`src/rtl/bist_pkg.sv`:
```
`default_nettype none
// ============================================================================
//  Module      : bist_pkg
//  Description : Shared definitions for the BIST loop: controller state
//                encoding, default pattern/signature width and the default
//                LFSR seed and feedback mask (also used by the MISR and its
//                benches).
//  Revision    : 1.0 - initial release
// ============================================================================
package bist_pkg;

    // Default pattern / signature width, shared with the downstream MISR.
    localparam int c_DEFAULT_WIDTH = 4;

    // Default LFSR load value and feedback mask (x^4 + x^3 + 1, period 15).
    localparam logic [c_DEFAULT_WIDTH-1:0] c_DEFAULT_SEED = 4'b0001;
    localparam logic [c_DEFAULT_WIDTH-1:0] c_DEFAULT_TAPS = 4'b1100;

    // Controller state encoding.
    localparam int         c_STATE_W    = 3;
    localparam logic [2:0] c_ST_IDLE    = 3'd0;
    localparam logic [2:0] c_ST_CLEAR   = 3'd1;
    localparam logic [2:0] c_ST_RUN     = 3'd2;
    localparam logic [2:0] c_ST_FLUSH   = 3'd3;
    localparam logic [2:0] c_ST_COMPARE = 3'd4;
    localparam logic [2:0] c_ST_DONE    = 3'd5;

    typedef enum logic [c_STATE_W-1:0] {
        IDLE    = c_ST_IDLE,
        CLEAR   = c_ST_CLEAR,
        RUN     = c_ST_RUN,
        FLUSH   = c_ST_FLUSH,
        COMPARE = c_ST_COMPARE,
        DONE    = c_ST_DONE
    } bist_state_t;

    // An all-zero LFSR state locks up, so a zero seed is replaced by 1.
    function automatic logic [31:0] safeSeed(input logic [31:0] seed);
        return (seed == 32'd0) ? 32'd1 : seed;
    endfunction

endpackage : bist_pkg
`default_nettype wire

```
`src/rtl/lfsr_tpg.sv`:
```
`default_nettype none
// ============================================================================
//  Module      : lfsr_tpg
//  Description : Fibonacci LFSR test-pattern generator, shifting left.
//                next = {state[WIDTH-2:0], ^(state & TAPS)}.
//  Ports       : clock  - rising-edge clock
//                reset  - synchronous, active-low; loads SEED
//                load   - reload SEED (priority over enable)
//                enable - advance one step
//                state  - current pattern
//  Revision    : 1.0 - initial release
// ============================================================================
module lfsr_tpg
    import bist_pkg::*;
#(
    parameter int               WIDTH = c_DEFAULT_WIDTH,
    parameter logic [WIDTH-1:0] SEED  = WIDTH'(c_DEFAULT_SEED),
    parameter logic [WIDTH-1:0] TAPS  = WIDTH'(c_DEFAULT_TAPS)
) (
    input  logic             clock,
    input  logic             reset,
    input  logic             load,
    input  logic             enable,
    output logic [WIDTH-1:0] state
);

    localparam logic [WIDTH-1:0] c_SEED = WIDTH'(safeSeed(32'(SEED)));

    logic [WIDTH-1:0] r_state;
    logic             w_feedback;

    assign w_feedback = ^(r_state & TAPS);

    always_ff @(posedge clock) begin
        if (!reset) begin
            r_state <= c_SEED;
        end else if (load) begin
            r_state <= c_SEED;
        end else if (enable) begin
            r_state <= {r_state[WIDTH-2:0], w_feedback};
        end
    end

    assign state = r_state;

endmodule : lfsr_tpg
`default_nettype wire

```
`src/rtl/bist_controller.sv`:
```
`default_nettype none
// ============================================================================
//  Module      : bist_controller
//  Description : BIST sequencer. Clears the MISR, drives NUM_PATTERNS LFSR
//                patterns into the CUT, optionally flushes the CUT pipeline,
//                then captures the MISR signature and compares it with
//                GOLDEN_SIG.
//  Ports       : clock       - rising-edge clock
//                reset       - synchronous, active-low
//                start       - level; starts a run from IDLE or DONE
//                misr_sig    - current MISR signature
//                tpg_pattern - test pattern to the CUT
//                test_mode   - selects tpg_pattern into the CUT
//                misr_rst    - active-high MISR clear
//                busy        - high from CLEAR through COMPARE
//                done        - run complete, results valid
//                pass        - signature matched GOLDEN_SIG (valid with done)
//                signature   - signature captured in COMPARE
//  Revision    : 1.0 - initial release
// ============================================================================
module bist_controller
    import bist_pkg::*;
#(
    parameter int               WIDTH        = c_DEFAULT_WIDTH,
    parameter int               NUM_PATTERNS = 15,
    parameter int               CNT_W        = 8,
    parameter int               PIPE_DEPTH   = 0,
    parameter logic [WIDTH-1:0] SEED         = WIDTH'(c_DEFAULT_SEED),
    parameter logic [WIDTH-1:0] TAPS         = WIDTH'(c_DEFAULT_TAPS),
    parameter logic [WIDTH-1:0] GOLDEN_SIG   = '0
) (
    input  logic             clock,
    input  logic             reset,
    input  logic             start,
    input  logic [WIDTH-1:0] misr_sig,
    output logic [WIDTH-1:0] tpg_pattern,
    output logic             test_mode,
    output logic             misr_rst,
    output logic             busy,
    output logic             done,
    output logic             pass,
    output logic [WIDTH-1:0] signature
);

    // Terminal counts: RUN ends on its last pattern, FLUSH after PIPE_DEPTH
    // cycles. The counter is shared by both phases and zeroed on each exit.
    localparam logic [CNT_W-1:0] c_RUN_LAST   = CNT_W'(NUM_PATTERNS - 1);
    localparam logic [CNT_W-1:0] c_FLUSH_LAST = CNT_W'((PIPE_DEPTH > 0) ? PIPE_DEPTH - 1 : 0);
    localparam bit               c_HAS_FLUSH  = (PIPE_DEPTH > 0);

    bist_state_t      r_state;
    bist_state_t      w_nextState;
    logic [CNT_W-1:0] r_cnt;
    logic             r_done;
    logic             r_pass;
    logic [WIDTH-1:0] r_signature;

    logic             w_testMode;
    logic             w_misrRst;
    logic             w_busy;
    logic             w_lfsrLoad;
    logic             w_lfsrEnable;
    logic [WIDTH-1:0] w_lfsrState;

    // ------------------------------------------------------------------
    // Pattern generator
    // ------------------------------------------------------------------
    lfsr_tpg #(
        .WIDTH (WIDTH),
        .SEED  (SEED),
        .TAPS  (TAPS)
    ) u_lfsrTpg (
        .clock  (clock),
        .reset  (reset),
        .load   (w_lfsrLoad),
        .enable (w_lfsrEnable),
        .state  (w_lfsrState)
    );

    // ------------------------------------------------------------------
    // FSM: state register
    // ------------------------------------------------------------------
    always_ff @(posedge clock) begin
        if (!reset) begin
            r_state <= IDLE;
        end else begin
            r_state <= w_nextState;
        end
    end

    // ------------------------------------------------------------------
    // FSM: next-state logic
    // ------------------------------------------------------------------
    always_comb begin
        w_nextState = r_state;
        case (r_state)
            IDLE: begin
                if (start) begin
                    w_nextState = CLEAR;
                end
            end
            CLEAR: begin
                w_nextState = RUN;
            end
            RUN: begin
                if (r_cnt == c_RUN_LAST) begin
                    if (c_HAS_FLUSH) begin
                        w_nextState = FLUSH;
                    end else begin
                        w_nextState = COMPARE;
                    end
                end
            end
            FLUSH: begin
                if (r_cnt == c_FLUSH_LAST) begin
                    w_nextState = COMPARE;
                end
            end
            COMPARE: begin
                w_nextState = DONE;
            end
            DONE: begin
                // Holding start high here gives back-to-back runs with a
                // single DONE cycle between them.
                if (start) begin
                    w_nextState = CLEAR;
                end
            end
            default: begin
                w_nextState = IDLE;
            end
        endcase
    end

    // ------------------------------------------------------------------
    // FSM: outputs decoded from the current state only
    // ------------------------------------------------------------------
    always_comb begin
        w_testMode   = 1'b0;
        w_misrRst    = 1'b0;
        w_busy       = 1'b0;
        w_lfsrLoad   = 1'b0;
        w_lfsrEnable = 1'b0;
        case (r_state)
            IDLE: begin
                w_misrRst = 1'b1;
            end
            CLEAR: begin
                w_misrRst  = 1'b1;
                w_testMode = 1'b1;
                w_busy     = 1'b1;
                w_lfsrLoad = 1'b1;
            end
            RUN: begin
                w_testMode   = 1'b1;
                w_busy       = 1'b1;
                w_lfsrEnable = 1'b1;
            end
            FLUSH, COMPARE: begin
                // MISR keeps capturing while the CUT pipeline drains; the
                // LFSR holds.
                w_testMode = 1'b1;
                w_busy     = 1'b1;
            end
            DONE: begin
                // MISR neither cleared nor fed, so it keeps its signature.
            end
            default: begin
                w_misrRst = 1'b1;
            end
        endcase
    end

    // ------------------------------------------------------------------
    // Pattern/flush counter and result registers
    // ------------------------------------------------------------------
    always_ff @(posedge clock) begin
        if (!reset) begin
            r_cnt       <= '0;
            r_done      <= 1'b0;
            r_pass      <= 1'b0;
            r_signature <= '0;
        end else begin
            case (r_state)
                CLEAR: begin
                    r_cnt <= '0;
                end
                RUN, FLUSH: begin
                    if (w_nextState != r_state) begin
                        r_cnt <= '0;
                    end else begin
                        r_cnt <= r_cnt + CNT_W'(1);
                    end
                end
                COMPARE: begin
                    r_signature <= misr_sig;
                    r_pass      <= (misr_sig == GOLDEN_SIG);
                    r_done      <= 1'b1;
                end
                default: begin
                end
            endcase
            // A new run invalidates the previous verdict as soon as it is
            // accepted, so done never overlaps busy. The signature is kept
            // until the next COMPARE overwrites it.
            if (w_nextState == CLEAR) begin
                r_done <= 1'b0;
                r_pass <= 1'b0;
            end
        end
    end

    assign tpg_pattern = w_lfsrState;
    assign test_mode   = w_testMode;
    assign misr_rst    = w_misrRst;
    assign busy        = w_busy;
    assign done        = r_done;
    assign pass        = r_pass;
    assign signature   = r_signature;

endmodule : bist_controller
`default_nettype wire

```
`config.mk`:
```
export PLATFORM = sky130hd
export DESIGN_NAME = bist_controller
export DESIGN_NICKNAME = d
export VERILOG_FILES = /design/src/rtl/bist_pkg.sv /design/src/rtl/lfsr_tpg.sv /design/src/rtl/bist_controller.sv
export SDC_FILE = /design/constraint.sdc
export NUM_CORES = 1
export LEC_CHECK = 0
export ABC_AREA = 1
export CAP_MARGIN = 20
export CORE_UTILIZATION = 57
export CTS_BUF_LIST = sky130_fd_sc_hd__clkbuf_8
export CTS_CLUSTER_SIZE = 16
export DETAILED_ROUTE_END_ITERATION = 12
export HOLD_SLACK_MARGIN = 0.15
export PLACE_DENSITY = 0.87
export SYNTH_ARGS = -nofsm -noshare
export SYNTH_HDL_FRONTEND = slang
export SYNTH_SLANG_ARGS = --single-unit
```
`constraint.sdc`:
```
create_clock -name clock -period 3.7 [get_ports clock]
set_input_delay 0.74 -clock clock [delete_from_list [all_inputs] [get_ports clock]]
set_output_delay 0.74 -clock clock [all_outputs]
set_load 0.005 [all_outputs]
```
# Word-level counts from Yosys, hierarchy flattened
# Index checks and enable logic that the tools add are counted.
[word_totals]
regBits = 21
inputBits = 7
out_inout_bits = 13
elab_cells = 37
[classes]
n_addsub = 1
n_eq_ne = 8
muxes = 10
bitwise_logic = 1
reduce_logical = 11
[ops]
columns = ["operator", "n"]
rows = [
  ["$pmux W8 S2", 1],
  ["$pmux W3 S5", 1],
  ["$mux W3", 3],
  ["$add A8 B1 Y8 const B", 1],
  ["$eq A8 B4 Y1 const B", 1],
  ["$logic_not A8 Y1", 1],
  ["$mux W8", 1],
  ["$reduce_or A2 Y1", 4],
  ["$reduce_or A4 Y1", 2],
  ["$eq A3 B1 Y1 const B", 2],
  ["$eq A3 B2 Y1 const B", 2],
  ["$eq A3 B3 Y1 const B", 2],
  ["$logic_not A4 Y1", 1],
  ["$mux W1", 4],
  ["$reduce_xor A4 Y1", 1],
  ["$logic_not A3 Y1", 1],
  ["$ne A3 B3 Y1", 1],
  ["$reduce_bool A2 Y1", 1],
  ["$not A1 Y1", 1],
]

# Longest topological paths before layout
[logic_depth]
word_depth = 6
ltp_mapped = 11

# Hierarchy
# From an unflattened synthesis, not the netlist that was laid out.
[unflattened]
hier_cells = 163
area_unflattened_um2 = 1116.1
[by_module_without_submodules]
columns = ["mod", "instances", "cells_each", "area_per_inst_um2"]
rows = [
  ["bist_controller", 1, 137, 949.7],
  ["lfsr_tpg", 1, 26, 166.4],
]

# Worst setup path after synthesis
# OpenSTA, ideal clock, no wires.
[synth_path]
kind = "register to output"
startpoint = "reg r_state[2]"
endpoint = "out test_mode"
t_arrival_ns = 1.123
t_required_ns = 2.960
slack_ns = 1.837
stages_incl_launch_ff = 7
path_buffers = 1
path_cell_list = "dfxtp_1 -> inv_2 -> nand2_4 -> inv_1 -> nor2_2 -> nand2_1 -> buf_4"
[synth_via]
elab_chain_cells = 3
elab_cells_between_ends = 6
[synth_lines]
columns = ["item", "line_no", "source"]
rows = [
  ["start, declared", "bist_controller.sv:51", "bist_state_t r_state;"],
  ["start signal, assigned", "bist_controller.sv:87", "r_state <= w_nextState;"],
  ["$eq A3 B2 Y1 (tied with other cells)", "-", ""],
  ["$reduce_or A4 Y1 (no source line) (*)", "-", ""],
  ["$mux W1 (*)", "-", ""],
  ["end, declared", "bist_controller.sv:37", "output logic test_mode,"],
]
# Every way passes the cells marked *; elsewhere a longest branch is shown, timed or not.

# Worst setup path in the final report
[layout_path]
startpoint = "reg r_state[2]"
endpoint = "out busy"
[layout_via]
elab_chain_cells = 3
elab_cells_between_ends = 6
[layout_lines]
columns = ["item", "line_no", "source"]
rows = [
  ["$eq A3 B2 Y1 (tied with other cells)", "bist_controller.sv:144", "case (r_state)"],
  ["$reduce_or A4 Y1 (no source line) (*)", "-", ""],
  ["$mux W1 (*)", "bist_controller.sv:144", ""],
  ["end, declared", "bist_controller.sv:39", "output logic busy,"],
]
# Marked as above.

==> flow_summary_export.csv <==
group,metric,value,unit
setup_path,worstPathArrival,1930,ps
cells_and_area,layout.nets,194,
hold_path,min_path_type,"reg -> reg",
yosys,ys_top_cells_by_area,"dfxtp_1, nand2_1, nor2_1",
clocking,cts.clk_slew.worst_paths,70,ps
clocking,cts_inserted_buffers,3,
sta,fin_setup_tns,0,ps
place,gp_congestion,0.825,
setup_path,crit_path_cell_trace,"inv_2 > nand2_4 > inv_1 > nor2_2 > nand2_1 > clkdlybuf4s50_1",
yosys,yosysTopAreaCell,"dfxtp_1",
clocking,postCtsSetupBuffers,0,
routing,vias,1066,
clocking,clock_latency,260,ps
setup_path,max_stage_delay,480,ps
setup_path,crit_fanout,9,
setup_path,start_kind,"register",
yosys,syn_area_per_cell,6.86,um^2
setup_path,regToRegSetupSlack,2160,ps
sta,min_period,2670,ps
place,dp_slack,1330,ps
yosys,synthCells,161,
place,dp_cells,204,
power_and_ir_drop,powerDensity,399,nW/um^2
routing,ant_nets,0,
clocking,root_buffer,"clkbuf_8",
sta,hold_violations,0,
cells_and_area,most-common-layout-cells,"nand2_1, nor2_1, dfxtp_1",
sta,max_slew_margin,74.5,%
floorplan,die_w,46.0,um
yosys,yosysSeqAreaShare,38.1,%
clocking,cts_num_sinks,21,
global_routing,gr-total-overflow,0,
place,placed_area,1320,um^2
routing,via_per_inst,5.13,
floorplan,start_util,62.6,%
yosys,synth_area,1100,um^2
routing,finalWirelength,2390,um
clocking,cts_tree,"built",
sta,worstMarginPinSlew,382,ps
cells_and_area,mostFrequentLayoutCell,"nand2_1",
routing,drt_iter0_markers,24,
status,status,"finished, final reports clean",
clocking,cts.path.max_buffers,2,
yosys,synth_top_area_share,38.1,%
setup_path,r2r-start,"r_state[0]$_SDFF_PN0_",
yosys,yosysUniqueCellTypes,28,
clocking,hold_buffers,0,
yosys,ys_warn_count,0,
setup_path,crit_slowest_cell,"clkdlybuf4s50_1",
sta,hold_ws,465,ps
routing,drtPass1Iterations,5,
setup_path,critical_path_class,"reg -> out",
cells_and_area,nFillCells,146,
global_routing,grt_antenna_before_repair,0,
cells_and_area,antennaDiodeCount,0,
clocking,cts_resized,0,
hold_path,min_to,"u_lfsrTpg.state[1]$_SDFFE_PP0P_",
place,dp_hpwl,1870,um
floorplan,ios,20,
setup_path,r2r_end,"pass$_SDFFE_PP0N_",
sta,slew_viol_final,0,
global_routing,grt_max_degree,13,
sta,timing.final.crit_share,72.2,%
cells_and_area,design_area,1370,um^2
floorplan,coreArea,1760,um^2
floorplan,die_h,46.0,um
sta,layout_setup_ws,1030,ps
setup_path,cp_data_required_time,2960,ps
setup_path,worst-r2r-cell-count,7,
job,cap_violations,0,
global_routing,grt_pass1_wl,3840,um
sta,rsz0062_at_grt,"no",
hold_path,worst_hold_path.num_cells,2,
floorplan,dieArea,2120,um^2
yosys,synth-seq-cells,21,
global_routing,grt_pass1_vias,954,
setup_path,worstSetupEndpointType,"primary output",
place,io_buffers,19,
floorplan,rows,15,
power_and_ir_drop,power.leakage,0.535,nW
cells_and_area,final_cells,208,
yosys,syn_nets,171,
cells_and_area,syn_to_final_growth,23.6,%
sta,skew,2.47,ps
global_routing,track_usage,25.6,%
clocking,cts.htree.levels,1,
sta,fmax,375,MHz
cells_and_area,drive_gt1_share,10.9,%
power_and_ir_drop,ir_worst_vdd,342,uV
hold_path,hp-start,"u_lfsrTpg.state[1]$_SDFFE_PP0P_",
routing,wire_per_inst,11.5,um
routing,route.detailed.drc,0,
sta,setup_viol,0,
[where the power goes]
part / total, mW / internal, mW / switching, mW / leakage [nW]
clock: 0.148 / 0.0751 / 0.0734 / 0.0255
sequential: 0.250 / 0.237 / 0.0127 / 0.170
combinational: 0.147 / 0.0639 / 0.0827 / 0.340
total: 0.545 / 0.376 / 0.169 / 0.535
[worst max path at each step]
stage / from / end / slack, ps / cells past startpoint
after floorplan: r_state[2]$_SDFF_PN0_ / test_mode / 1840 / 6
final: r_state[2]$_SDFF_PN0_ / busy / 1030 / 6
after CTS: r_state[2]$_SDFF_PN0_ / busy / 1040 / 6
after detailed placement: r_state[2]$_SDFF_PN0_ / busy / 1330 / 6
after global placement: r_state[2]$_SDFF_PN0_ / test_mode / 1450 / 6
after global routing: r_state[2]$_SDFF_PN0_ / busy / 940 / 6
[kinds of logic after synthesis]
group,count (synthesis),synth area share [%]
adders and majority gates,3,3.40
xor gates and xnor gates,1,0.793
buffers and inverters,22,7.81
and+or+nand+nor,84,34.8
AOI/OAI and AO/OA,30,15.2
DFF,21,38.1
[critical path: cells and delay by family (launching register included)]
family                 cells  cell delay (ps)
buffers and inverters      3              670
and+or+nand+nor            3              580
DFF                        1              420
[synthesized netlist by cell type, drive strengths merged]
master	count
nand4	1
inv	20
a21oi	14
nor3	4
dfxtp	21
nand3b	1
nand2	34
xnor2	1
nand3	12
nor2	30
clkinv	1
a22oi	1
or2	1
o21bai	2
ha	3
o211ai	1
and3	1
buf	1
o21ai	12
[per-stage QoR]
step	power, mW	utilization, %
after detailed placement	0.402	74.8
final	0.545	77.4
after CTS	0.547	77.4
after global routing	0.575	77.4
after floorplan	0.347	-
after global placement	0.395	74.8
[cell type report]
| cell class | instances | area (um^2) | share of cell area [%] |
|---|---|---|---|
| multi-input combinational | 118 | 598 | 43.8 |
| sequential | 21 | 420 | 30.8 |
| timing repair buffer | 19 | 190 | 13.9 |
| inverter | 21 | 78.8 | 5.77 |
| clock buffer | 3 | 41.3 | 3.02 |
| tap | 25 | 31.3 | 2.29 |
| clock inverter | 1 | 5.00 | 0.367 |
[flip-flops by register name, indices dropped and copies added, names as in the netlist]
register         count
r_cnt                8
signature            4
u_lfsrTpg.state      4
r_state              3
done                 1
pass                 1
[per-layer routing]
metal	track usage (%)	part of all wire, %	vias up
met5	0	0	-
met4	12.4	2.0	0
met3	2.38	4.9	6
met2	44.8	47	28
met1	30.8	46	468
li1	-	-	564
No activity file was read; power rests on OpenSTA's default activity.
